`src/rtl/seq_add_pkg.sv`:
```
// Shared definitions for the chunked sequential adder: FSM encoding and
// counter sizing.
package seq_add_pkg;

    typedef enum logic [1:0] {
        StIdle = 2'b00,
        StRun  = 2'b01,
        StDone = 2'b10
    } state_e;

    // Chunk counter width; a single-chunk build still needs one bit.
    function automatic int unsigned cnt_w(input int unsigned k);
        return (k <= 1) ? 1 : $clog2(k);
    endfunction

endpackage

```
`src/rtl/adder.sv`:
```
// N-bit ripple adder with carry in/out; the shared datapath element of the
// chunked sequencer.
module adder #(
    parameter int unsigned N = 4
) (
    output logic [N-1:0] sum,
    output logic         carry_out,
    input  logic [N-1:0] in1,
    input  logic [N-1:0] in2,
    input  logic         carry_in
);

    assign {carry_out, sum} = {1'b0, in1} + {1'b0, in2} + {{N{1'b0}}, carry_in};

endmodule

```
`src/rtl/seq_chunk_add_ctrl.sv`:
```
// Wide N*K-bit adder built by running one N-bit adder over K cycles, LSB chunk
// first, with the inter-chunk carry held in a register.
module seq_chunk_add_ctrl
    import seq_add_pkg::*;
#(
    parameter int unsigned N = 4,
    parameter int unsigned K = 4
) (
    input  logic           clk,
    input  logic           rst_n,
    input  logic           start,
    input  logic [N*K-1:0] in1,
    input  logic [N*K-1:0] in2,
    input  logic           carry_in,
    output logic           busy,
    output logic           done,
    output logic [N*K-1:0] sum,
    output logic           carry_out
);

    localparam int unsigned W  = N * K;
    localparam int unsigned CW = cnt_w(K);

    state_e          state_q;
    logic [W-1:0]    a_q;
    logic [W-1:0]    b_q;
    logic [W-1:0]    psum_q;
    logic [W-1:0]    psum_next;
    logic            c_q;
    logic [CW-1:0]   cnt_q;
    logic [N-1:0]    add_sum;
    logic            add_co;
    logic            last_chunk;

    adder #(
        .N(N)
    ) u_adder (
        .sum      (add_sum),
        .carry_out(add_co),
        .in1      (a_q[N-1:0]),
        .in2      (b_q[N-1:0]),
        .carry_in (c_q)
    );

    // New chunk enters at the top; after K shifts chunk 0 sits at the bottom.
    if (K == 1) begin : g_psum_single
        assign psum_next = add_sum;
    end else begin : g_psum_shift
        assign psum_next = {add_sum, psum_q[W-1:N]};
    end

    assign last_chunk = (cnt_q == CW'(K - 1));
    assign busy       = (state_q == StRun);
    assign done       = (state_q == StDone);

    always_ff @(posedge clk or negedge rst_n) begin
        if (!rst_n) begin
            state_q   <= StIdle;
            a_q       <= '0;
            b_q       <= '0;
            psum_q    <= '0;
            c_q       <= 1'b0;
            cnt_q     <= '0;
            sum       <= '0;
            carry_out <= 1'b0;
        end else begin
            case (state_q)
                StIdle, StDone: begin
                    if (start) begin
                        a_q     <= in1;
                        b_q     <= in2;
                        c_q     <= carry_in;
                        cnt_q   <= '0;
                        psum_q  <= '0;
                        state_q <= StRun;
                    end else begin
                        state_q <= StIdle;
                    end
                end
                StRun: begin
                    psum_q <= psum_next;
                    c_q    <= add_co;
                    a_q    <= a_q >> N;
                    b_q    <= b_q >> N;
                    cnt_q  <= cnt_q + 1'b1;
                    if (last_chunk) begin
                        sum       <= psum_next;
                        carry_out <= add_co;
                        state_q   <= StDone;
                    end
                end
                default: state_q <= StIdle;
            endcase
        end
    end

endmodule
```
`config.mk`:
```
export PLATFORM = sky130hd
export DESIGN_NAME = seq_chunk_add_ctrl
export DESIGN_NICKNAME = d
export VERILOG_FILES = /design/src/rtl/seq_add_pkg.sv /design/src/rtl/adder.sv /design/src/rtl/seq_chunk_add_ctrl.sv
export SDC_FILE = /design/constraint.sdc
export NUM_CORES = 1
export LEC_CHECK = 0
export CAP_MARGIN = 10
export CORE_MARGIN = 1.5
export CORE_UTILIZATION = 51
export DETAILED_ROUTE_END_ITERATION = 16
export PLACE_DENSITY_LB_ADDON = 0.2
export RECOVER_POWER = 50
export SETUP_SLACK_MARGIN = 0.3
export SYNTH_ARGS = -nofsm -noshare
export SYNTH_HDL_FRONTEND = slang
export SYNTH_SLANG_ARGS = --single-unit
```
`constraint.sdc`:
```
create_clock -name clk -period 2.2 [get_ports clk]
set_clock_uncertainty 0.2 [all_clocks]
set_input_delay 0.22 -clock clk [delete_from_list [all_inputs] [get_ports clk]]
set_output_delay 0.22 -clock clk [all_outputs]
set_load 0.1 [all_outputs]
```
==> metrics.md <==
| Metric | Value |
|---|---|
| Post-synth EDFFs | 0 |
| Clock tree buffer depth | 2 |
| Antenna-violating nets left | 0 |
| Synth Flop Type | dfrtp_1 |
| # DRC | 0 |
| Final setup viols | 0 |
| Mapped Cells | about 250 |
| Layout cell share with drive strength beyond 1 | about a fifth |
| Vias | 2040 |
| First-pass GRT wire length | 9225 µm |
| Clock-pin slew on the worst setup and hold paths | ~70 ps |
| Crit path largest cell delay | 410 ps |
| Netlist Area Pre-Place | 2763 µm² |
| Worst Tran Pin Value | 875.9 ps |
| Fillers | roughly 430 |
| Post-synth top area cell | dfrtp_1 |
| Post-synth ARST share | 100.0% |
| Hold Path Sink | a_q[11]$_DFFE_PN0P_ |
| Total core area | 5172 µm² |
| Die area | 5868 µm² |
| H-tree lvl count | 3 |
| Worst skew pair latency | 340 ps |
| CTS tree | yes |
| Gpl congestion | 0.7070 |
| CTS buffer count | 9 |
| RSZ-0062 raised after global routing | true |
| Vias per inst | 5.340 |
| Slew HR | 41.60% |
| Fin. Hold Viols | 0 |
| Post-synthesis sequential area ratio | ~60% |
| CP arrival | between 1500 and 2000 ps |
| Rows | 26 |
| Post-Syn Nets | 291 |
| I/O pin count | 55 |
| Total Neg Setup Slack | 0 ps |
| Routed WL per cell | ~14 µm |
| Detailed placer's ending HPWL | 3475 µm |
| Status | finished clean |
| Worst reg2reg setup slack | 310 ps |
| Share of the synthesized area in the top cell type | 59.78% |
| Largest net degree at the start of global routing | 67 |
| Post-layout min period | approximately 1900 ps |
| Total Nets Final | 349 |
| CP required | about 2200 ps |
| Final period utilization | 86.10% |
| Worst path most repeated cell | fa_2 |
| Post-synth cell types | 26 |
| Max Cap Viol | 0 |
| Max Fanout on Critical Path | 2 |
| Initial core utilization | between 50 and 60% |
| 1st-pass router iterations | 4 |
| Worst r2r path cells | 5 |
| Clock Sinks | between 60 and 70 |
| Slowest cell on crit path | fa_2 |
| Count of final max-slew check failures | 0 |
| GRT Total Usage | 20.19% |
| Crit path kind | register to register |
| Hold path start | in1[11] |
| Worst-path cell chain | fa_2 > fa_2 > a21o_1 > a21oi_2 > o211ai_1 |
| Multi-input gate area | 1016 µm² |
| Total gr overflow | 0 |
| Crit end category | register |
| DR iter-0 viols | 87 |
| Mapped Avg Cell Area | 11.09 µm² |
| Number of global-route vias before repair | between 1500 and 2000 |
| Number of antenna violations at the first check in global routing | 0 |
| Area grow syn2layout | 27.99% |
| Largest cells by area after synthesis | dfrtp_1, nand2_1, a22o_1 |
| Fmax | 527.9 MHz |
| Number of port buffers | 54 |
| Flip-flop and latch area | 1652 µm² |
| Hold WC Path Type | primary input to register |
| Routed wire length | 5308 µm |
| R2r startpoint | a_q[0]$_DFFE_PN0P_ |
| Worst flop-to-flop path endpoint | c_q$_DFFE_PN0P_ |
| Register bit total from synthesis | 66 |
| Die width | 76.60 µm |
| Worst setup SP type | register |
| Syn. warnings | 0 |
| Die Span Y | 76.60 µm |
| Clk root buf | clkbuf_8 |
| Hold Path Depth | 3 |
| Antenna Cells | 0 |
-- metal layers --
layer / track usage, % / vias to the layer above / wire, µm
met5: 0 / - / 0
met4: 10.93 / 0 / 80
met3: 3.952 / 6 / 273
met2: 32.05 / 55 / 2520
met1: 26.18 / 992 / 2434
li1: - / 987 / -
-- synth_stat cells (2+ instances only) --
cell and number:
dfrtp_1 66, nand2_1 52, nor2_1 25, a31oi_1 24
a22o_1 19, mux2_2 14, buf_2 11, buf_4 6
ha_1 4, nand3_1 4, o21ai_0 4, a21oi_1 2
fa_1 2, nand2b_1 2, nor2b_1 2, o31ai_1 2
-- worst max path at each step --
stage / startpoint / end / slack (ps) / depth (start not counted)
finish: a_q[0]$_DFFE_PN0P_ / c_q$_DFFE_PN0P_ / 310 / 5
global route: a_q[0]$_DFFE_PN0P_ / c_q$_DFFE_PN0P_ / 240 / 5
CTS: c_q$_DFFE_PN0P_ / c_q$_DFFE_PN0P_ / 290 / 5
detailed placement: a_q[0]$_DFFE_PN0P_ / c_q$_DFFE_PN0P_ / 270 / 5
global placement: a_q[0]$_DFFE_PN0P_ / c_q$_DFFE_PN0P_ / 280 / 5
floorplan: a_q[0]$_DFFE_PN0P_ / c_q$_DFFE_PN0P_ / 330 / 5
-- cell families after synthesis --
logic type	Yosys count	synth area share [%]
AO/OA/AOI/OAI	55	14.22
XOR/XNOR	1	0.3171
adder cells (fa/ha/maj)	6	3.261
buffers and inverters	20	4.030
flip-flops	66	59.78
multiplexers	14	5.706
AND/OR/NAND/NOR	87	12.68
-- worst max-delay path: cells and delay by family, from the launching register on --
family / cells / cell delay [ps]
flip-flops: 1 / 400
AO/OA/AOI/OAI: 3 / 380
adder cells (fa/ha/maj): 2 / 770
-- final cells by class --
cell class | instances | share of cell area, %
clock buffer | 14 | 4.600
sequential | 66 | 46.71
inverter | 2 | 0.2123
clock inverter | 2 | 0.9908
tap | 70 | 2.477
timing repair buffer | 65 | 16.28
multi-input combinational | 163 | 28.73
-- timing repair --
| action | 4_1_cts | 5_1_grt |
|---|---|---|
| gates resized for setup | 1 | 0 |
| buffers inserted | 1 | 2 |
| hold endpoints to repair | 66 | 0 |
| endpoints found under the setup margin | 2 | 5 |
| hold buffers | 1 | 0 |
| pin swaps | 4 | 2 |
-- per-stage QoR --
stage                     instance area [µm²]  worst slack [ps]  util, %  instances  hold slack (ps)
final                                    3536             305.8    68.36        382            236.3
after floorplan                          2770             327.5        -        249           -275.6
after global routing                     3536             235.3    68.36        382            252.7
after CTS                                3556             289.9    68.75        380            225.9
after global placement                   3337             277.9    64.51        362            63.58
after detailed placement                 3337             269.7    64.51        362            58.94
-- placed cells by master, fill, tap and decap left out, types with 3 or more instances in the layout --
master           instances
mux2_2                  14
clkbuf_1                 3
ha_1                     4
a31oi_1                 24
nand3_1                  4
clkbuf_8                11
a22o_1                  19
clkbuf_2                 9
nand2_1                 52
nor2_1                  25
clkdlybuf4s50_1         34
buf_4                   17
dfrtp_1                 66
o21ai_0                  4
-- sequential cells by signal, indices dropped and copies added (netlist names) --
name	count
b_q	16
a_q	16
psum_q	12
carry_out	1
sum	16
cnt_q	2
state_q	2
c_q	1
Power is not shown: default switching activity piles up to over one toggle a cycle in this logic, so the estimate is an artifact.
